--- src/rtl/pipe_hazard_ctrl_if.sv ---
// Hazard-control bundle between the pipeline datapath and the stall/flush sequencer.
// Latency: wires only; no storage.
// Backpressure: none of its own; stall/flush lines are the pipeline's hold/bubble controls.
interface pipe_hazard_ctrl_if #(
  parameter int CNT_W = 16
);
  // hazard sources presented by the datapath
  logic [4:0]       id_rs1_index;
  logic [4:0]       id_rs2_index;
  logic             id_use_rs1;
  logic             id_use_rs2;
  logic [4:0]       ex_rd_index;
  logic             ex_wb_en;
  logic             ex_is_load;
  logic             ex_branch_taken;
  logic             mem_req;
  logic             dm_ready;
  logic             mem_halt;
  // pipeline register controls and status returned by the sequencer
  logic             pc_stall;
  logic             fd_stall;
  logic             fd_flush;
  logic             de_stall;
  logic             de_flush;
  logic             em_stall;
  logic             em_flush;
  logic             mw_flush;
  logic             halted;
  logic             timeout_err;
  logic [CNT_W-1:0] stall_cnt;
  logic [CNT_W-1:0] flush_cnt;

  // pipeline datapath side
  modport master (
    output id_rs1_index, id_rs2_index, id_use_rs1, id_use_rs2,
    output ex_rd_index, ex_wb_en, ex_is_load, ex_branch_taken,
    output mem_req, dm_ready, mem_halt,
    input  pc_stall, fd_stall, fd_flush, de_stall, de_flush,
    input  em_stall, em_flush, mw_flush, halted, timeout_err,
    input  stall_cnt, flush_cnt
  );

  // sequencer side
  modport slave (
    input  id_rs1_index, id_rs2_index, id_use_rs1, id_use_rs2,
    input  ex_rd_index, ex_wb_en, ex_is_load, ex_branch_taken,
    input  mem_req, dm_ready, mem_halt,
    output pc_stall, fd_stall, fd_flush, de_stall, de_flush,
    output em_stall, em_flush, mw_flush, halted, timeout_err,
    output stall_cnt, flush_cnt
  );
endinterface

--- src/rtl/pipe_hazard_ctrl.sv ---
// Stall/flush sequencer for the 5-stage pipe: load-use bubble, branch kill, dm wait freeze, halt drain.
// Latency: stall/flush outputs are combinational (0 cycles); halted, timeout_err and counters are registered.
// Backpressure: dm_ready low freezes PC..E/M and bubbles M/W until ready or MEM_TIMEOUT wait cycles.
module pipe_hazard_ctrl #(
  parameter int MEM_TIMEOUT = 16,
  parameter int CNT_W       = 16
) (
  input logic               clk,
  input logic               reset,
  pipe_hazard_ctrl_if.slave hz
);

  localparam int                WAIT_W    = $clog2(MEM_TIMEOUT + 1);
  localparam logic [WAIT_W-1:0] WAIT_LAST = WAIT_W'(MEM_TIMEOUT - 1);

  typedef enum logic [1:0] {RUN, MEM_WAIT, DRAIN, HALTED} state_e;

  state_e             state_q, state_d;
  logic [WAIT_W-1:0]  wait_q, wait_d;
  logic               halted_q, halted_d;
  logic               timeout_q, timeout_d;
  logic [CNT_W-1:0]   stall_cnt_q, stall_cnt_d;
  logic [CNT_W-1:0]   flush_cnt_q, flush_cnt_d;

  logic lu, run_eval, dm_stall, wait_expire;
  logic pc_stall, fd_stall, fd_flush, de_stall, de_flush, em_stall, em_flush, mw_flush;
  logic br_flush;

  // hazard decode; run_eval marks cycles where the normal RUN priority applies
  // (including the dm_ready cycle that ends a wait)
  always_comb begin
    lu = hz.ex_is_load & hz.ex_wb_en & (hz.ex_rd_index != 5'd0) &
         ((hz.id_use_rs1 & (hz.id_rs1_index == hz.ex_rd_index)) |
          (hz.id_use_rs2 & (hz.id_rs2_index == hz.ex_rd_index)));
    run_eval    = (state_q == RUN) | ((state_q == MEM_WAIT) & hz.dm_ready);
    dm_stall    = hz.mem_req & ~hz.dm_ready;
    wait_expire = (state_q == MEM_WAIT) & ~hz.dm_ready & (wait_q >= WAIT_LAST);
  end

  // state register and all other flops, synchronous reset
  always_ff @(posedge clk) begin
    if (reset) begin
      state_q     <= RUN;
      wait_q      <= '0;
      halted_q    <= 1'b0;
      timeout_q   <= 1'b0;
      stall_cnt_q <= '0;
      flush_cnt_q <= '0;
    end else begin
      state_q     <= state_d;
      wait_q      <= wait_d;
      halted_q    <= halted_d;
      timeout_q   <= timeout_d;
      stall_cnt_q <= stall_cnt_d;
      flush_cnt_q <= flush_cnt_d;
    end
  end

  // next-state: halt beats memory wait; a pending halt waits for dm_ready
  always_comb begin
    state_d   = state_q;
    wait_d    = '0;
    timeout_d = timeout_q;
    if (run_eval) begin
      if (hz.mem_halt) begin
        state_d = DRAIN;
      end else if (dm_stall) begin
        state_d = MEM_WAIT;
        wait_d  = WAIT_W'(1);
      end else begin
        state_d = RUN;
      end
    end else begin
      case (state_q)
        MEM_WAIT: begin
          if (wait_expire) begin
            timeout_d = 1'b1;
            state_d   = HALTED;
          end else begin
            wait_d = wait_q + WAIT_W'(1);
          end
        end
        DRAIN:   state_d = HALTED;
        HALTED:  state_d = HALTED;
        default: state_d = RUN;
      endcase
    end
    halted_d = (state_d == HALTED);
  end

  // stall/flush outputs; reset forces bubbles everywhere and no holds
  always_comb begin
    pc_stall = 1'b0; fd_stall = 1'b0; fd_flush = 1'b0; de_stall = 1'b0;
    de_flush = 1'b0; em_stall = 1'b0; em_flush = 1'b0; mw_flush = 1'b0;
    br_flush = 1'b0;
    if (reset) begin
      fd_flush = 1'b1; de_flush = 1'b1; em_flush = 1'b1; mw_flush = 1'b1;
    end else if (run_eval) begin
      if (hz.mem_halt) begin
        pc_stall = 1'b1; fd_flush = 1'b1; de_flush = 1'b1; em_flush = 1'b1;
      end else if (dm_stall) begin
        pc_stall = 1'b1; fd_stall = 1'b1; de_stall = 1'b1; em_stall = 1'b1; mw_flush = 1'b1;
      end else if (hz.ex_branch_taken) begin
        fd_flush = 1'b1; de_flush = 1'b1; br_flush = 1'b1;
      end else if (lu) begin
        pc_stall = 1'b1; fd_stall = 1'b1; de_flush = 1'b1;
      end
    end else begin
      case (state_q)
        MEM_WAIT, HALTED: begin
          pc_stall = 1'b1; fd_stall = 1'b1; de_stall = 1'b1; em_stall = 1'b1; mw_flush = 1'b1;
        end
        DRAIN: begin
          // M/W left alone so the halt instruction retires
          pc_stall = 1'b1; fd_flush = 1'b1; de_flush = 1'b1; em_flush = 1'b1;
        end
        default: ;
      endcase
    end
  end

  // saturating performance counters; stalls in HALTED are not counted
  always_comb begin
    stall_cnt_d = stall_cnt_q;
    flush_cnt_d = flush_cnt_q;
    if (pc_stall && (state_q != HALTED) && (stall_cnt_q != '1))
      stall_cnt_d = stall_cnt_q + CNT_W'(1);
    if (br_flush && (flush_cnt_q != '1))
      flush_cnt_d = flush_cnt_q + CNT_W'(1);
  end

  assign hz.pc_stall    = pc_stall;
  assign hz.fd_stall    = fd_stall;
  assign hz.fd_flush    = fd_flush;
  assign hz.de_stall    = de_stall;
  assign hz.de_flush    = de_flush;
  assign hz.em_stall    = em_stall;
  assign hz.em_flush    = em_flush;
  assign hz.mw_flush    = mw_flush;
  assign hz.halted      = halted_q;
  assign hz.timeout_err = timeout_q;
  assign hz.stall_cnt   = stall_cnt_q;
  assign hz.flush_cnt   = flush_cnt_q;

endmodule

--- src/flat_wrapper.sv ---
// flat-port wrapper written by rule: the top's interface ports become plain ports
module pipe_hazard_ctrl_flat 
#(
  parameter int MEM_TIMEOUT = 16,
  parameter int CNT_W       = 16
)
  (clk, reset, hz_id_rs1_index, hz_id_rs2_index, hz_id_use_rs1, hz_id_use_rs2, hz_ex_rd_index, hz_ex_wb_en, hz_ex_is_load, hz_ex_branch_taken, hz_mem_req, hz_dm_ready, hz_mem_halt, hz_pc_stall, hz_fd_stall, hz_fd_flush, hz_de_stall, hz_de_flush, hz_em_stall, hz_em_flush, hz_mw_flush, hz_halted, hz_timeout_err, hz_stall_cnt, hz_flush_cnt);
  pipe_hazard_ctrl_if #(.CNT_W(CNT_W)) hz_i ();
  input logic clk;
  input logic reset;
  input wire logic [$bits(hz_i.id_rs1_index)-1:0] hz_id_rs1_index;
  input wire logic [$bits(hz_i.id_rs2_index)-1:0] hz_id_rs2_index;
  input wire logic [$bits(hz_i.id_use_rs1)-1:0] hz_id_use_rs1;
  input wire logic [$bits(hz_i.id_use_rs2)-1:0] hz_id_use_rs2;
  input wire logic [$bits(hz_i.ex_rd_index)-1:0] hz_ex_rd_index;
  input wire logic [$bits(hz_i.ex_wb_en)-1:0] hz_ex_wb_en;
  input wire logic [$bits(hz_i.ex_is_load)-1:0] hz_ex_is_load;
  input wire logic [$bits(hz_i.ex_branch_taken)-1:0] hz_ex_branch_taken;
  input wire logic [$bits(hz_i.mem_req)-1:0] hz_mem_req;
  input wire logic [$bits(hz_i.dm_ready)-1:0] hz_dm_ready;
  input wire logic [$bits(hz_i.mem_halt)-1:0] hz_mem_halt;
  output wire logic [$bits(hz_i.pc_stall)-1:0] hz_pc_stall;
  output wire logic [$bits(hz_i.fd_stall)-1:0] hz_fd_stall;
  output wire logic [$bits(hz_i.fd_flush)-1:0] hz_fd_flush;
  output wire logic [$bits(hz_i.de_stall)-1:0] hz_de_stall;
  output wire logic [$bits(hz_i.de_flush)-1:0] hz_de_flush;
  output wire logic [$bits(hz_i.em_stall)-1:0] hz_em_stall;
  output wire logic [$bits(hz_i.em_flush)-1:0] hz_em_flush;
  output wire logic [$bits(hz_i.mw_flush)-1:0] hz_mw_flush;
  output wire logic [$bits(hz_i.halted)-1:0] hz_halted;
  output wire logic [$bits(hz_i.timeout_err)-1:0] hz_timeout_err;
  output wire logic [$bits(hz_i.stall_cnt)-1:0] hz_stall_cnt;
  output wire logic [$bits(hz_i.flush_cnt)-1:0] hz_flush_cnt;
  assign hz_i.id_rs1_index = hz_id_rs1_index;
  assign hz_i.id_rs2_index = hz_id_rs2_index;
  assign hz_i.id_use_rs1 = hz_id_use_rs1;
  assign hz_i.id_use_rs2 = hz_id_use_rs2;
  assign hz_i.ex_rd_index = hz_ex_rd_index;
  assign hz_i.ex_wb_en = hz_ex_wb_en;
  assign hz_i.ex_is_load = hz_ex_is_load;
  assign hz_i.ex_branch_taken = hz_ex_branch_taken;
  assign hz_i.mem_req = hz_mem_req;
  assign hz_i.dm_ready = hz_dm_ready;
  assign hz_i.mem_halt = hz_mem_halt;
  assign hz_pc_stall = hz_i.pc_stall;
  assign hz_fd_stall = hz_i.fd_stall;
  assign hz_fd_flush = hz_i.fd_flush;
  assign hz_de_stall = hz_i.de_stall;
  assign hz_de_flush = hz_i.de_flush;
  assign hz_em_stall = hz_i.em_stall;
  assign hz_em_flush = hz_i.em_flush;
  assign hz_mw_flush = hz_i.mw_flush;
  assign hz_halted = hz_i.halted;
  assign hz_timeout_err = hz_i.timeout_err;
  assign hz_stall_cnt = hz_i.stall_cnt;
  assign hz_flush_cnt = hz_i.flush_cnt;
  pipe_hazard_ctrl #(.MEM_TIMEOUT(MEM_TIMEOUT), .CNT_W(CNT_W)) u_core (.clk(clk), .reset(reset), .hz(hz_i));
endmodule
--- config.mk ---
export PLATFORM = sky130hd
export DESIGN_NAME = pipe_hazard_ctrl_flat
export DESIGN_NICKNAME = d
export VERILOG_FILES = /design/src/rtl/pipe_hazard_ctrl_if.sv /design/src/rtl/pipe_hazard_ctrl.sv /design/src/flat_wrapper.sv
export SDC_FILE = /design/constraint.sdc
export NUM_CORES = 1
export LEC_CHECK = 0
export ABC_CLOCK_PERIOD_IN_PS = 2200
export BUFFER_PORTS_ARGS = -buffer_cell sky130_fd_sc_hd__buf_2
export CORE_MARGIN = 2
export CORE_UTILIZATION = 35
export DETAILED_ROUTE_END_ITERATION = 16
export GPL_TIMING_DRIVEN = 0
export PLACE_DENSITY = 0.58
export SYNTH_ARGS = -nofsm -noshare
export SYNTH_HDL_FRONTEND = slang
export SYNTH_SLANG_ARGS = --single-unit
--- constraint.sdc ---
create_clock -name clk -period 2.2 [get_ports clk]
set_clock_uncertainty 0.15 [all_clocks]
set_input_delay 0.22 -clock clk [delete_from_list [all_inputs] [get_ports clk]]
set_output_delay 0.22 -clock clk [all_outputs]
set_load 0.05 [all_outputs]
# After elaboration in Yosys (flattened, before gate mapping)
# Index checks and enable logic that the tools add are counted.
# op_classes
add_sub_neg	3
order_cmp	1
eq_ne	9
n_mux	43
n_bitwise	13
n_reduce_logical	9
# op_table
op	n
1-bit two-way mux	35
16-bit by 1-bit adder with 16-bit output, second input constant	2
16-bit inequality test, second input constant	2
5-bit two-way mux	4
5-bit == test	2
1-bit bitwise AND	9
2-bit == test, second input constant	3
2-bit two-way mux	3
5-bit by 1-bit adder with 5-bit output, second input constant	1
5-bit by 4-bit >= comparator with 1-bit output, second input constant	1
5-bit nonzero test	1
2-bit one-hot mux with 2 select lines	1
2-bit OR reduction	2
1-bit logical AND	3
3-bit AND reduction	1
3-bit OR reduction	1
2-bit by 1-bit == test with 1-bit output, second input constant	1
2-bit zero test	1
2-bit inequality test, second input constant	1
1-bit inverter	2
1-bit OR	2
# word_totals
register_bits	41
input_bits	25
output_inout_bits	42
word_cells	84

# Longest topological paths before layout
# Gate-level depths: netlist (run 1).
# logic_depth
depth_word	12
ltp_mapped	9
ltp_nobuf	7

# Worst setup path before layout (run 1)
# OpenSTA, ideal clock, no wires.
# synth_path
path_type	register -> register
startpoint	register u_core.stall_cnt_q[0] (netlist: u_core.hz.stall_cnt[0])
endpoint	register u_core.stall_cnt_q[0] (netlist: u_core.hz.stall_cnt[0])
setup_ns	0.071
t_arrival_ns	2.358
required_time_ns	1.979
slack_ns	-0.378
stages_incl_launch_ff	10
path_buffers	2
synth_period_minus_slack_ns	2.578
path_cell_list	dfxtp_1 > ha_1 > nand3_1 > nor2_1 > nand2_1 > o22ai_2 > clkbuf_1 > buf_2 > o21ai_0 > a21oi_1
# synth_via
elab_chain_cells	2
elab_cells_between_ends	3
cone_classes	1 x add/sub; 1 x eq/ne; 1 x reduce/logical
# synth_rtl
element	line_no	rtl
start, declared	pipe_hazard_ctrl.sv:22	logic [CNT_W-1:0] stall_cnt_q, stall_cnt_d;
start signal, assigned	pipe_hazard_ctrl.sv:54	stall_cnt_q <= stall_cnt_d;
branches (longest 2 deep; another with 16-bit by 1-bit adder with 16-bit output)	n/a	
# Several ways; the timed one is not identified.
# A chain may end at the register's enable or synchronous reset.

# Worst setup path in the final report (run 1)
# layout_path
startpoint	register u_core.state_q[0]
endpoint	output hz_fd_stall
# layout_via
elab_chain_cells	5
elab_cells_between_ends	9
cone_classes	2 x eq/ne; 3 x mux; 2 x bitwise; 2 x reduce/logical
# layout_rtl
element	line_no	rtl
start, declared	pipe_hazard_ctrl.sv:18	state_e state_q, state_d;
start signal, assigned	pipe_hazard_ctrl.sv:50	state_q <= state_d;
2-bit == test / 2-bit by 1-bit == test with 1-bit output (equally long branches)	pipe_hazard_ctrl.sv:109, pipe_hazard_ctrl.sv:35	
2-bit OR reduction / 1-bit bitwise AND (equally long branches)	pipe_hazard_ctrl.sv:109, pipe_hazard_ctrl.sv:35	
1-bit two-way mux / 1-bit OR (equally long branches)	pipe_hazard_ctrl.sv:109, pipe_hazard_ctrl.sv:35	
1-bit two-way mux *	pipe_hazard_ctrl.sv:98	end else if (run_eval) begin
1-bit two-way mux *	pipe_hazard_ctrl.sv:96	if (reset) begin
end, declared	flat_wrapper.sv:23	output wire logic [$bits(hz_i.fd_stall)-1:0] hz_fd_stall;
# Every way passes the cells marked *; elsewhere a longest branch is shown, timed or not.

==> tab_implementation.tex, run 1 <==
\begin{tabular}{lr}
\hline
Metric & Value \\
\hline
\multicolumn{2}{l}{\textbf{Synth}} \\
\quad Count of unique library cells instantiated by Yosys & 40 \\
\quad Number of flops mapped to enable cells by yosys & 0 \\
\quad Synthesized area & 0.002182 sq mm \\
\quad Post-synth top area cell & sky130\_fd\_sc\_hd\_\_dfxtp\_1 \\
\quad Area share of the largest cell type after synthesis & 37.61\% \\
\quad Top cells by area, synth & sky130\_fd\_sc\_hd\_\_dfxtp\_1 (38\%), sky130\_fd\_sc\_hd\_\_nor2\_1 (6.4\%), sky130\_fd\_sc\_hd\_\_xor2\_1 (6.0\%) \\
\quad Async S/R FF share, synth & 0\% \\
\quad Sequential fraction of the synthesis area & 37.61\% \\
\quad Post-synthesis register bit count & 41 \\
\quad Most used standard cell by instance count after synthesis & sky130\_fd\_sc\_hd\_\_dfxtp\_1 \\
\quad Flip-flop cell with the highest count after synthesis & sky130\_fd\_sc\_hd\_\_dfxtp\_1 \\
\quad Net Count, Synth & 293 \\
\quad Post-Syn Area per Cell & 8.266 sq um \\
\quad Post-synthesis cell count & 264 \\
\quad Leading cell types by count after synthesis & sky130\_fd\_sc\_hd\_\_dfxtp\_1 (41), sky130\_fd\_sc\_hd\_\_nor2\_1 (37), sky130\_fd\_sc\_hd\_\_a21oi\_1 (19) \\
\quad Synthesis warning total & 0 \\
\multicolumn{2}{l}{\textbf{Power}} \\
\quad Maximum resistive drop on vdd & 314.6 uV \\
\quad Portion of total power attributed to sequential cells & 44.8\% \\
\quad Switching pwr & 0.0004614 W \\
\quad Clk network pwr share & 39.5\% \\
\quad Comb pwr share & 15.7\% \\
\quad Switching part of the total power & 26.85\% \\
\quad P\_leak & 1.203 nW \\
\quad Design internal power & 0.001257 W \\
\quad Areal power density over the cells & 592.2 mW/mm\^{}2 \\
\multicolumn{2}{l}{\textbf{Final layout}} \\
\quad Number of antenna cells inserted & 0 \\
\quad Relative area change from synthesis to final layout & 32.97\% \\
\quad Count of nets after finishing & 373 \\
\quad Final design instance area without fill & 0.002902 sq mm \\
\quad Layout cell share with drive strength beyond 1 & 32.46\% \\
\quad Post-route core utilization & 48.43\% \\
\multicolumn{2}{l}{\textbf{Setup path}} \\
\quad Element type at the critical path start & flip-flop \\
\quad Critical path class & flip-flop to output port \\
\quad Startpoint of the worst-slack reg-to-reg timing path & u\_core.state\_q[0] \\
\quad Worst EP arrival & 1.77 ns \\
\quad Crit end category & output port \\
\quad Reg2reg path depth & 7 \\
\quad Crit Reg-Reg Endpoint & u\_core.hz.stall\_cnt[6] \\
\quad Peak fanout along the critical path & 7 \\
\quad Setup slack, reg-to-reg & 0.10 ns \\
\quad Critical Path RT & 1.83 ns \\
\multicolumn{2}{l}{\textbf{Timing}} \\
\quad Hold violation count in the final report & 0 \\
\quad Share of the cycle needed by the critical path after routing & 97.24\% \\
\quad Final setup violation count & 0 \\
\quad Unrepaired setup endpoints after global routing & true \\
\quad Fmax & 467.4 MHz \\
\quad Post-route minimum period & 2.139 ns \\
\quad Post-Route Hold Slack & 0.1086 ns \\
\quad Worst slew margin relative to its limit & 62.48\% \\
\quad Setup slack after layout & 0.06067 ns \\
\quad Max-slew violation count & 0 \\
\quad Worst-Margin Slew & 0.5628 ns \\
\multicolumn{2}{l}{\textbf{Routing}} \\
\quad Router iterations before antenna repair & 4 \\
\quad Initial DRC Count & 132 \\
\quad Final WL & 5646 um \\
\quad DR DRC count & 0 \\
\quad Vias after detailed routing & 2189 \\
\quad Residual antenna-violating net count after detailed routing & 0 \\
\quad Routed length per placed instance & 13.44 um \\
\quad Ratio of routed vias to standard cells & 5.212 \\
\multicolumn{2}{l}{\textbf{Floorplan}} \\
\quad Core outline area & 0.005991 sq mm \\
\quad Die height & 82.96 um \\
\quad Die outline width & 82.96 um \\
\quad Row cnt & 28 \\
\quad Initial core utilization & 36.42\% \\
\quad Top-level port count & 67 \\
\quad Die Footprint & 0.006882 sq mm \\
\multicolumn{2}{l}{\textbf{CTS}} \\
\quad H-tree levels & 2 \\
\quad Longest Clk Path Bufs & 2 \\
\quad Number of sinks handled by clock tree synthesis & 41 \\
\quad CTS Buf Count & 5 \\
\quad Clock transition at path regs & 0.08 ns \\
\quad CTS tree & built \\
\quad Root buffer cell & sky130\_fd\_sc\_hd\_\_clkbuf\_8 \\
\quad Worst-skew pair later-pin latency & 0.30 ns \\
\multicolumn{2}{l}{\textbf{GRT}} \\
\quad Total global routing overflow & 0 \\
\quad Pin count of the biggest net entering global routing & 14 \\
\quad Global Route Usage Sum & 16.59\% \\
\quad Vias in the first global route & 1981 \\
\quad First-pass GRT wire length & 9384 um \\
\quad Initial antenna violation count & 0 \\
\multicolumn{2}{l}{\textbf{Place}} \\
\quad Worst setup slack before clock tree synthesis & -0.3412 ns \\
\quad Cell area after placement & 0.002631 sq mm \\
\quad Routability-driven placement congestion ratio & 0.7287 \\
\quad HPWL after DPL & 4105 um \\
\quad Port Buffers & 66 \\
\multicolumn{2}{l}{\textbf{Worst hold path}} \\
\quad Type of the tightest min-delay check & input pin to flip-flop \\
\quad Hold Path Stages & 3 \\
\quad Worst min-delay path startpoint & hz\_mem\_halt \\
\quad Worst Hold Path EP & u\_core.state\_q[1] \\
\multicolumn{2}{l}{\textbf{Job}} \\
\quad Number of max-cap violations & 0 \\
\multicolumn{2}{l}{\textbf{Outcome}} \\
\quad Run status & finished clean \\
\hline
\end{tabular}
logic make-up after synthesis:
family	Yosys count	share of synthesized area (%)
simple gates	128	31.71
compound gates	47	13.47
flops	41	37.61
xor+xnor	23	9.232
buf+inv	17	3.612
mux	4	2.064
fa+ha+maj	4	2.294
worst max-delay path by stage:
stage | start | endpoint | slack, ns
after global placement | u_core.hz.stall_cnt[0] | u_core.hz.stall_cnt[0] | -0.29
after floorplan | u_core.state_q[1] | hz_fd_stall | 0.0003
after global routing | u_core.state_q[0] | hz_fd_stall | -0.03
after CTS | hz_ex_rd_index[0] | hz_pc_stall | -0.02
after detailed placement | u_core.hz.stall_cnt[0] | u_core.hz.stall_cnt[14] | -0.34
final | u_core.state_q[0] | hz_fd_stall | 0.06
registers in the layout (all words and copies together), names as in the netlist:
name	flops
u_core.hz.halted	1
u_core.hz.flush_cnt	16
u_core.state_q	2
u_core.hz.stall_cnt	16
u_core.wait_q	5
u_core.hz.timeout_err	1
per-stage QoR:
step,setup TNS (ns),instances,power (W)
final,0,420,0.001718
after global routing,-0.04889,420,0.001793
after CTS,-0.02071,415,0.001731
after detailed placement,-4.363,405,0.001028
after global placement,-3.698,405,0.001026
after floorplan,0,264,0.0009506
critical path: stages (launching register included):
cell and delay [ns]:
sky130_fd_sc_hd__dfxtp_1 0.37, sky130_fd_sc_hd__o21ba_2 0.28, sky130_fd_sc_hd__nor2_1 0.32, sky130_fd_sc_hd__o21ai_0 0.15, sky130_fd_sc_hd__nor2b_1 0.15, sky130_fd_sc_hd__buf_2 0.21
layout by cell type (no fill, tap or decap), drive strengths merged, types with 2 or more instances in the layout:
| cell | count |
|---|---|
| buf | 75 |
| dfxtp | 41 |
| nor2 | 37 |
| a21oi | 19 |
| xor2 | 15 |
| nand2 | 14 |
| nand3 | 14 |
| clkbuf | 14 |
| or4 | 12 |
| o31ai | 10 |
| and3 | 8 |
| xnor2 | 8 |
| o21ai | 7 |
| nor4 | 7 |
| inv | 6 |
| nand2b | 6 |
| nor2b | 6 |
| nand4 | 6 |
| and4 | 5 |
| a21o | 4 |
| nor3 | 4 |
| ha | 4 |
| mux2 | 4 |
| or3 | 3 |
| a31oi | 2 |
| nand3b | 2 |
power groups by stage:
stage / sequential [W] / combinational, W / clock [W]
2_1_floorplan: 0.000810 / 0.000140 / 0
3_3_place_gp: 0.000786 / 0.000240 / 0
3_5_place_dp: 0.000786 / 0.000241 / 0
4_1_cts: 0.000769 / 0.000255 / 0.000707
5_1_grt: 0.000772 / 0.000289 / 0.000732
6_report: 0.000769 / 0.000270 / 0.000680
per-layer routing:
metal	GRT usage, %	vias up	part of all wire, %
li1	-	1113	-
met1	22.14	1011	46
met2	25.81	60	47
met3	4.374	5	5.4
met4	5.961	0	1.5
met5	0	-	0
area by class of cell:
class	instances	area [sq um]
fill	609	3089
multi-input combinational	206	1346
sequential	41	835.8
timing repair buffer	73	394.1
clock buffer	6	93.84
tap	75	93.84
buffer	11	80.08
clock inverter	2	35.03
inverter	6	22.52
repair_timing:
action | CTS | global route
gates resized for setup | 13 | 12
hold buffers | 1 | 0
endpoints found under the setup margin | 18 | 17
endpoints found under the hold margin | 1 | 0
pin swaps | 1 | 2
setup buffers | 1 | 5
cloned | 0 | 0
Power figures use the tool's default switching activity.
==> run 2: changes to the inputs <==
- ABC_CLOCK_PERIOD_IN_PS: 2200 -> 2700
- PLACE_DENSITY: 0.58 -> 0.56
- clock period: 2.2 -> 2.7 ns (I/O delays scaled with it)
==> run 2 against run 1 <==
  * Count of clock-buffer cells in the layout increased by 1
  * Worst setup slack improved by 0.11 ns
  * Sequential share of layout area increased by 1.1 points
  * Clock power decreased by 24%
  * Sequential cell count unchanged
  * Core utilization decreased by 2.6 points
  * Register-to-register slack improved by 0.22 ns
  * Combinational power decreased by 28%
  * Via count decreased by 2.0%
  * Die area unchanged
  * Cell count decreased by 1.7%
  * Largest power group unchanged
  * Highest routed layer unchanged
==> tab_implementation.tex, run 2 (synthesis gave the netlist of run 1 again) <==
\begin{tabular}{lr}
\hline
Metric & Value \\
\hline
\multicolumn{2}{l}{\textbf{Outcome}} \\
\quad Run status & finished clean (unchanged) \\
\multicolumn{2}{l}{\textbf{Timing}} \\
\quad Unrepaired setup endpoints after global routing & false (was true) \\
\quad Worst slew margin relative to its limit & 64.41\% (was 62.48\%) \\
\quad Post-Route Hold Slack & 0.06194 ns (was 0.1086 ns) \\
\quad Final setup violation count & 0 (unchanged) \\
\quad Worst-Margin Slew & 0.5338 ns (was 0.5628 ns) \\
\quad Hold violation count in the final report & 0 (unchanged) \\
\quad Share of the cycle needed by the critical path after routing & 93.82\% \\
\quad Post-route minimum period & 2.533 ns \\
\quad Max-slew violation count & 0 (unchanged) \\
\quad Fmax & 394.7 MHz \\
\multicolumn{2}{l}{\textbf{Place}} \\
\quad Port Buffers & 66 (unchanged) \\
\quad HPWL after DPL & 4078 um (was 4105 um) \\
\quad Routability-driven placement congestion ratio & 0.7271 (was 0.7287) \\
\quad Cell area after placement & 0.002606 sq mm (was 0.002631 sq mm) \\
\multicolumn{2}{l}{\textbf{GRT}} \\
\quad Total global routing overflow & 0 (unchanged) \\
\quad First-pass GRT wire length & 9190 um (was 9384 um) \\
\quad Pin count of the biggest net entering global routing & 13 (was 14) \\
\quad Global Route Usage Sum & 16.07\% (was 16.59\%) \\
\quad Vias in the first global route & 1940 (was 1981) \\
\quad Initial antenna violation count & 0 (unchanged) \\
\multicolumn{2}{l}{\textbf{Floorplan}} \\
\quad Die Footprint & 0.006882 sq mm (unchanged) \\
\quad Top-level port count & 67 (unchanged) \\
\quad Die height & 82.96 um (unchanged) \\
\quad Core outline area & 0.005991 sq mm (unchanged) \\
\quad Row cnt & 28 (unchanged) \\
\quad Die outline width & 82.96 um (unchanged) \\
\quad Initial core utilization & 36.42\% (unchanged) \\
\multicolumn{2}{l}{\textbf{Routing}} \\
\quad Router iterations before antenna repair & 4 (unchanged) \\
\quad Initial DRC Count & 135 (was 132) \\
\quad DR DRC count & 0 (unchanged) \\
\quad Residual antenna-violating net count after detailed routing & 0 (unchanged) \\
\quad Final WL & 5430 um (was 5646 um) \\
\quad Routed length per placed instance & 13.15 um (was 13.44 um) \\
\quad Vias after detailed routing & 2145 (was 2189) \\
\quad Ratio of routed vias to standard cells & 5.194 (was 5.212) \\
\multicolumn{2}{l}{\textbf{Worst hold path}} \\
\quad Worst min-delay path startpoint & hz\_dm\_ready (was hz\_mem\_halt) \\
\quad Worst Hold Path EP & u\_core.wait\_q[0] (was u\_core.state\_q[1]) \\
\quad Type of the tightest min-delay check & input pin to flip-flop (unchanged) \\
\quad Hold Path Stages & 2 (was 3) \\
\multicolumn{2}{l}{\textbf{CTS}} \\
\quad H-tree levels & 2 (unchanged) \\
\quad CTS Buf Count & 5 (unchanged) \\
\quad CTS Hold Buffers Added & 0 (was 1) \\
\quad Worst-skew pair later-pin latency & 0.29 ns (was 0.30 ns) \\
\quad Number of sinks handled by clock tree synthesis & 41 (unchanged) \\
\quad CTS tree & built (unchanged) \\
\quad Root buffer cell & sky130\_fd\_sc\_hd\_\_clkbuf\_8 (unchanged) \\
\quad Clock transition at path regs & 0.08 ns (about the same) \\
\quad Longest Clk Path Bufs & 2 (unchanged) \\
\quad Post-CTS setup buffer count & 0 (was 1) \\
\multicolumn{2}{l}{\textbf{Power}} \\
\quad P\_leak & 1.145 nW (was 1.203 nW) \\
\quad Areal power density over the cells & 488.0 mW/mm\^{}2 (was 592.2 mW/mm\^{}2) \\
\quad Maximum resistive drop on vdd & 240.8 uV (was 314.6 uV) \\
\multicolumn{2}{l}{\textbf{Setup path}} \\
\quad Crit end category & output port (unchanged) \\
\quad Element type at the critical path start & flip-flop (unchanged) \\
\quad Worst EP arrival & 2.11 ns (was 1.77 ns) \\
\quad Startpoint of the worst-slack reg-to-reg timing path & u\_core.hz.stall\_cnt[0] (was u\_core.state\_q[0]) \\
\quad Peak fanout along the critical path & 10 (was 7) \\
\quad Reg2reg path depth & 9 (was 7) \\
\quad Critical path class & flip-flop to output port (unchanged) \\
\quad Setup slack, reg-to-reg & 0.32 ns (was 0.10 ns) \\
\quad Critical Path RT & 2.28 ns (was 1.83 ns) \\
\quad Crit Reg-Reg Endpoint & u\_core.hz.stall\_cnt[0] (was u\_core.hz.stall\_cnt[6]) \\
\multicolumn{2}{l}{\textbf{Final layout}} \\
\quad Count of nets after finishing & 366 (was 373) \\
\quad Number of antenna cells inserted & 0 (unchanged) \\
\quad Relative area change from synthesis to final layout & 25.75\% (was 32.97\%) \\
\quad Layout cell share with drive strength beyond 1 & 26.33\% (was 32.46\%) \\
\quad Post-route core utilization & 45.80\% (was 48.43\%) \\
\quad Commonest non-fill, non-tap cells in the layout & sky130\_fd\_sc\_hd\_\_buf\_2 (68), sky130\_fd\_sc\_hd\_\_dfxtp\_1 (41), sky130\_fd\_sc\_hd\_\_nor2\_1 (35), sky130\_fd\_sc\_hd\_\_a21oi\_1 (19), sky130\_fd\_sc\_hd\_\_xor2\_1 (15) (was sky130\_fd\_sc\_hd\_\_buf\_2 (64), sky130\_fd\_sc\_hd\_\_dfxtp\_1 (33), sky130\_fd\_sc\_hd\_\_nor2\_1 (32), sky130\_fd\_sc\_hd\_\_a21oi\_1 (19), sky130\_fd\_sc\_hd\_\_xor2\_1 (15)) \\
\quad Commonest non-fill, non-tap cell in the layout & sky130\_fd\_sc\_hd\_\_buf\_2 (unchanged) \\
\quad Filler instances & 620 (was 609) \\
\quad Final design instance area without fill & 0.002744 sq mm (was 0.002902 sq mm) \\
\multicolumn{2}{l}{\textbf{Job}} \\
\quad Number of max-cap violations & 0 (unchanged) \\
\hline
\end{tabular}
## run 2: power by group
part / total, W / switching, W / internal [W]
combinational: 0.000195 / 0.000131 / 0.0000640
sequential: 0.000625 / 0.0000119 / 0.000613
clock: 0.000519 / 0.000217 / 0.000302
## run 2: what timing repair did
action | 4_1_cts | 5_1_grt
setup endpoints to repair | 9 | 14
gates resized for setup | 1 | 6
cloned | 0 | 0
## run 2: area by class of cell
class / count / area (sq um) / area share [%]
Buffer: 11 / 60.06 / 2.189
Clock buffer: 7 / 86.33 / 3.146
Clock inverter: 1 / 30.03 / 1.094
Inverter: 6 / 22.52 / 0.8208
Multi-Input combinational cell: 206 / 1300 / 47.38
Sequential cell: 41 / 820.8 / 29.91
Tap cell: 75 / 93.84 / 3.420
Timing Repair Buffer: 66 / 330.3 / 12.04
## run 2: per-stage QoR
stage / setup TNS [ns] / power, W / setup WS (ns) / std cells
2_1_floorplan: 0 / 0.0007705 / 0.1219 / 264
3_5_place_dp: -0.003069 / 0.0008331 / -0.003069 / 405
4_1_cts: 0 / 0.001354 / 0.01946 / 413
5_1_grt: 0 / 0.001405 / 0.01161 / 413
3_3_place_gp: -0.1185 / 0.0008328 / -0.01927 / 405
6_report: 0 / 0.001339 / 0.1667 / 413
## run 2: worst max path at each step
stage | start | endpoint | slack [ns] | cells after the start
floorplan | u_core.hz.stall_cnt[0] | u_core.hz.stall_cnt[0] | 0.12 | 9
global placement | u_core.hz.stall_cnt[0] | u_core.hz.stall_cnt[9] | -0.02 | 9
detailed placement | u_core.hz.stall_cnt[0] | u_core.hz.stall_cnt[12] | -0.003 | 9
CTS | u_core.state_q[1] | hz_pc_stall | 0.02 | 7
global route | u_core.state_q[1] | hz_pc_stall | 0.01 | 7
finish | u_core.state_q[1] | hz_pc_stall | 0.17 | 7
## run 2: critical path, cell delays in order (launching register included)
cell,delay (ns)
sky130_fd_sc_hd__dfxtp_1,0.39
sky130_fd_sc_hd__or2_2,0.38
sky130_fd_sc_hd__nor2_2,0.17
sky130_fd_sc_hd__o21a_1,0.18
sky130_fd_sc_hd__buf_2,0.21
sky130_fd_sc_hd__buf_4,0.21
sky130_fd_sc_hd__nor2_1,0.05
sky130_fd_sc_hd__buf_2,0.23
## run 2: routing by layer
layer / up-vias / global-route usage [%] / part of all wire (%)
met4: 0 / 4.471 / 0.81
met3: 4 / 3.678 / 4.9
met2: 62 / 25.07 / 45
li1: 1097 / - / -
met5: - / 0 / 0
met1: 982 / 22.25 / 50
==> run 3: changes to the inputs <==
- PLACE_DENSITY: 0.56 -> default
==> run 3 against run 2 <==
  * Sequential share of layout area is 0.37 points higher
  * Hold slack improved by 0.021 ns
  * Design area fell by 1.2%
  * Core utilization shrank 0.56 points
  * Clock power decreased by 24%
  * First-iteration DRC count fell by 8.9%
  * Cell count unchanged
  * Count of clock-buffer cells in the layout down 1
  * Non-clock buffer count did not move
==> tab_implementation.tex, run 3 (synthesis gave the netlist of run 1 again) <==
\begin{tabular}{lr}
\hline
Metric & Value \\
\hline
\multicolumn{2}{l}{\textbf{CTS}} \\
\quad Root buffer cell & sky130\_fd\_sc\_hd\_\_clkbuf\_8 (unchanged) \\
\quad Worst-skew pair later-pin latency & 0.29 ns (about the same) \\
\quad CTS Buf Count & 5 (unchanged) \\
\quad Post-CTS setup buffer count & 0 (unchanged) \\
\quad Longest Clk Path Bufs & 2 (unchanged) \\
\quad CTS tree & built (unchanged) \\
\quad CTS Hold Buffers Added & 0 (unchanged) \\
\quad H-tree levels & 2 (unchanged) \\
\quad Clock transition at path regs & 0.08 ns (about the same) \\
\quad Number of sinks handled by clock tree synthesis & 41 (unchanged) \\
\multicolumn{2}{l}{\textbf{Worst hold path}} \\
\quad Type of the tightest min-delay check & input pin to flip-flop (unchanged) \\
\quad Worst min-delay path startpoint & hz\_dm\_ready (unchanged) \\
\quad Worst Hold Path EP & u\_core.wait\_q[0] (unchanged) \\
\quad Hold Path Stages & 2 (unchanged) \\
\multicolumn{2}{l}{\textbf{Floorplan}} \\
\quad Die height & 82.96 um (unchanged) \\
\quad Die outline width & 82.96 um (unchanged) \\
\quad Row cnt & 28 (unchanged) \\
\quad Top-level port count & 67 (unchanged) \\
\quad Initial core utilization & 36.42\% (unchanged) \\
\quad Die Footprint & 0.006882 sq mm (unchanged) \\
\quad Core outline area & 0.005991 sq mm (unchanged) \\
\multicolumn{2}{l}{\textbf{Place}} \\
\quad HPWL after DPL & 4078 um (about the same) \\
\quad Worst setup slack before clock tree synthesis & 0.03737 ns (was -0.003069 ns) \\
\quad Routability-driven placement congestion ratio & 0.7626 (was 0.7271) \\
\quad Cell area after placement & 0.002606 sq mm (unchanged) \\
\quad Port Buffers & 66 (unchanged) \\
\multicolumn{2}{l}{\textbf{Setup path}} \\
\quad Critical path class & flip-flop to output port (unchanged) \\
\quad Cells traversed along the worst timing path & or2\_2 -> nor2\_2 -> o21a\_1 -> buf\_2 -> buf\_4 -> nor2\_1 -> buf\_2 (unchanged) \\
\quad Cell with the biggest individual delay on the critical path & sky130\_fd\_sc\_hd\_\_dfxtp\_1 (unchanged) \\
\quad Element type at the critical path start & flip-flop (unchanged) \\
\quad Crit Reg-Reg Endpoint & u\_core.hz.stall\_cnt[0] (unchanged) \\
\quad Peak fanout along the critical path & 10 (unchanged) \\
\quad Most prevalent standard cell on the critical path & sky130\_fd\_sc\_hd\_\_buf\_2 (unchanged) \\
\quad Combined buffer and inverter count along the critical path & 3 (unchanged) \\
\quad Cell depth of the worst setup path & 7 (unchanged) \\
\quad Worst EP arrival & 2.12 ns (was 2.11 ns) \\
\quad Setup slack, reg-to-reg & 0.30 ns (was 0.32 ns) \\
\quad CP max stage delay & 0.39 ns (about the same) \\
\quad Reg2reg path depth & 9 (unchanged) \\
\quad Timing startpoint of the critical path & u\_core.state\_q[1] (unchanged) \\
\quad Critical Path RT & 2.28 ns (about the same) \\
\quad Crit end category & output port (unchanged) \\
\quad Startpoint of the worst-slack reg-to-reg timing path & u\_core.hz.stall\_cnt[0] (unchanged) \\
\quad CP delay by family, top & buffers and inverters (unchanged) \\
\multicolumn{2}{l}{\textbf{Final layout}} \\
\quad Final design instance area without fill & 0.002710 sq mm (was 0.002744 sq mm) \\
\quad Commonest non-fill, non-tap cell in the layout & sky130\_fd\_sc\_hd\_\_buf\_2 (unchanged) \\
\quad Number of antenna cells inserted & 0 (unchanged) \\
\quad Count of nets after finishing & 366 (unchanged) \\
\quad Post-route core utilization & 45.24\% (was 45.80\%) \\
\quad Commonest non-fill, non-tap cells in the layout & sky130\_fd\_sc\_hd\_\_buf\_2 (68), sky130\_fd\_sc\_hd\_\_dfxtp\_1 (41), sky130\_fd\_sc\_hd\_\_nor2\_1 (35), sky130\_fd\_sc\_hd\_\_a21oi\_1 (19), sky130\_fd\_sc\_hd\_\_xor2\_1 (15) (unchanged) \\
\quad Layout cell share with drive strength beyond 1 & 26.33\% (unchanged) \\
\quad Relative area change from synthesis to final layout & 24.20\% (was 25.75\%) \\
\multicolumn{2}{l}{\textbf{Power}} \\
\quad Maximum resistive drop on vdd & 190.0 uV (was 240.8 uV) \\
\quad Sum of internal, switching and leakage power & 0.001217 W (was 0.001339 W) \\
\quad Switching pwr & 0.0003599 W (was 0.0003600 W) \\
\quad Areal power density over the cells & 448.9 mW/mm\^{}2 (was 488.0 mW/mm\^{}2) \\
\quad Switching part of the total power & 29.58\% (was 26.88\%) \\
\quad P\_leak & 1.132 nW (was 1.145 nW) \\
\quad Clk network pwr share & 32.4\% (was 38.7\%) \\
\quad Comb pwr share & 16.1\% (was 14.6\%) \\
\quad Portion of total power attributed to sequential cells & 51.4\% (was 46.7\%) \\
\quad Design internal power & 0.0008568 W (was 0.0009791 W) \\
\multicolumn{2}{l}{\textbf{Routing}} \\
\quad DR DRC count & 0 (unchanged) \\
\quad Final WL & 5415 um (was 5430 um) \\
\quad Vias after detailed routing & 2169 (was 2145) \\
\quad Routed length per placed instance & 13.11 um (was 13.15 um) \\
\quad Router iterations before antenna repair & 4 (unchanged) \\
\quad Residual antenna-violating net count after detailed routing & 0 (unchanged) \\
\quad Ratio of routed vias to standard cells & 5.252 (was 5.194) \\
\quad Initial DRC Count & 123 (was 135) \\
\multicolumn{2}{l}{\textbf{GRT}} \\
\quad Initial antenna violation count & 0 (unchanged) \\
\quad Global Route Usage Sum & 16.13\% (was 16.07\%) \\
\quad Pin count of the biggest net entering global routing & 13 (unchanged) \\
\quad Total global routing overflow & 0 (unchanged) \\
\quad First-pass GRT wire length & 9315 um (was 9190 um) \\
\quad Vias in the first global route & 2008 (was 1940) \\
\multicolumn{2}{l}{\textbf{Timing}} \\
\quad Setup Total Neg Slack & 0 ns (unchanged) \\
\quad Unrepaired setup endpoints after global routing & false (unchanged) \\
\quad Final setup violation count & 0 (unchanged) \\
\quad Hold violation count in the final report & 0 (unchanged) \\
\quad Fmax & 393.4 MHz (was 394.7 MHz) \\
\quad Post-route minimum period & 2.542 ns (was 2.533 ns) \\
\quad Max-slew violation count & 0 (unchanged) \\
\quad Worst slew margin relative to its limit & 61.36\% (was 64.41\%) \\
\quad Share of the cycle needed by the critical path after routing & 94.15\% (was 93.82\%) \\
\quad Worst-Margin Slew & 0.5797 ns (was 0.5338 ns) \\
\quad Setup slack after layout & 0.1578 ns (was 0.1667 ns) \\
\multicolumn{2}{l}{\textbf{Outcome}} \\
\quad Run status & finished clean (unchanged) \\
\multicolumn{2}{l}{\textbf{Job}} \\
\quad Number of max-cap violations & 0 (unchanged) \\
\hline
\end{tabular}
[run 3: cell types whose count changed in the layout (fill, tap and decap cells not counted)]
cell / change
sky130_fd_sc_hd__clkbuf_8: -1
sky130_fd_sc_hd__clkinv_2: +2
sky130_fd_sc_hd__bufinv_16: -1
[run 3: final cells by class]
cell class | count | area [sq um]
fillers | 612 | 3281
multi-input cells | 206 | 1300
flip-flops and latches | 41 | 820.8
repair buffers | 66 | 330.3
well taps | 75 | 93.84
clock buffers | 6 | 72.57
plain buffers | 11 | 60.06
inverters | 6 | 22.52
clock inverters | 2 | 10.01
[run 3: power groups by stage]
stage	clock network, W	logic [W]	registers, W
2_1_floorplan	0	0.000112	0.000659
3_3_place_gp	0	0.000192	0.000639
3_5_place_dp	0	0.000194	0.000640
4_1_cts	0.000405	0.000195	0.000625
5_1_grt	0.000434	0.000213	0.000627
6_report	0.000395	0.000196	0.000625
[run 3: timing repair]
| action | 4_1_cts | 5_1_grt |
|---|---|---|
| gates resized for setup | 1 | 7 |
| endpoints found under the setup margin | 8 | 14 |
| cloned | 0 | 0 |
| hold endpoints to repair | 0 | 0 |
[run 3: routing by layer]
metal	GRT usage [%]	vias to the layer above	part of all wire, %
met1	22.21	1013	49
met3	4.076	4	4.8
li1	-	1099	-
met4	4.471	0	1.1
met5	0	-	0
met2	25.00	53	45
[run 3: worst reg2reg max path, delay by kind of cell, from the launching register on]
kind            cells  cell delay [ns]
flops               1             0.41
fa+ha+maj           1             0.19
buf+inv             2             0.55
compound gates      3             0.52
simple gates        3             0.52
[run 3: worst max path at each step]
stage	endpoint	slack [ns]
global placement	u_core.hz.stall_cnt[0]	0.02
global route	u_core.hz.stall_cnt[12]	0.02
floorplan	u_core.hz.stall_cnt[0]	0.12
CTS	hz_pc_stall	0.01
finish	hz_pc_stall	0.16
detailed placement	u_core.hz.stall_cnt[0]	0.04
[run 3: stage by stage]
step,hold WS (ns),std cells
CTS,0.07384,413
global placement,0.3132,405
global route,0.06522,413
floorplan,0.1987,264
finish,0.08318,413
detailed placement,0.3180,405
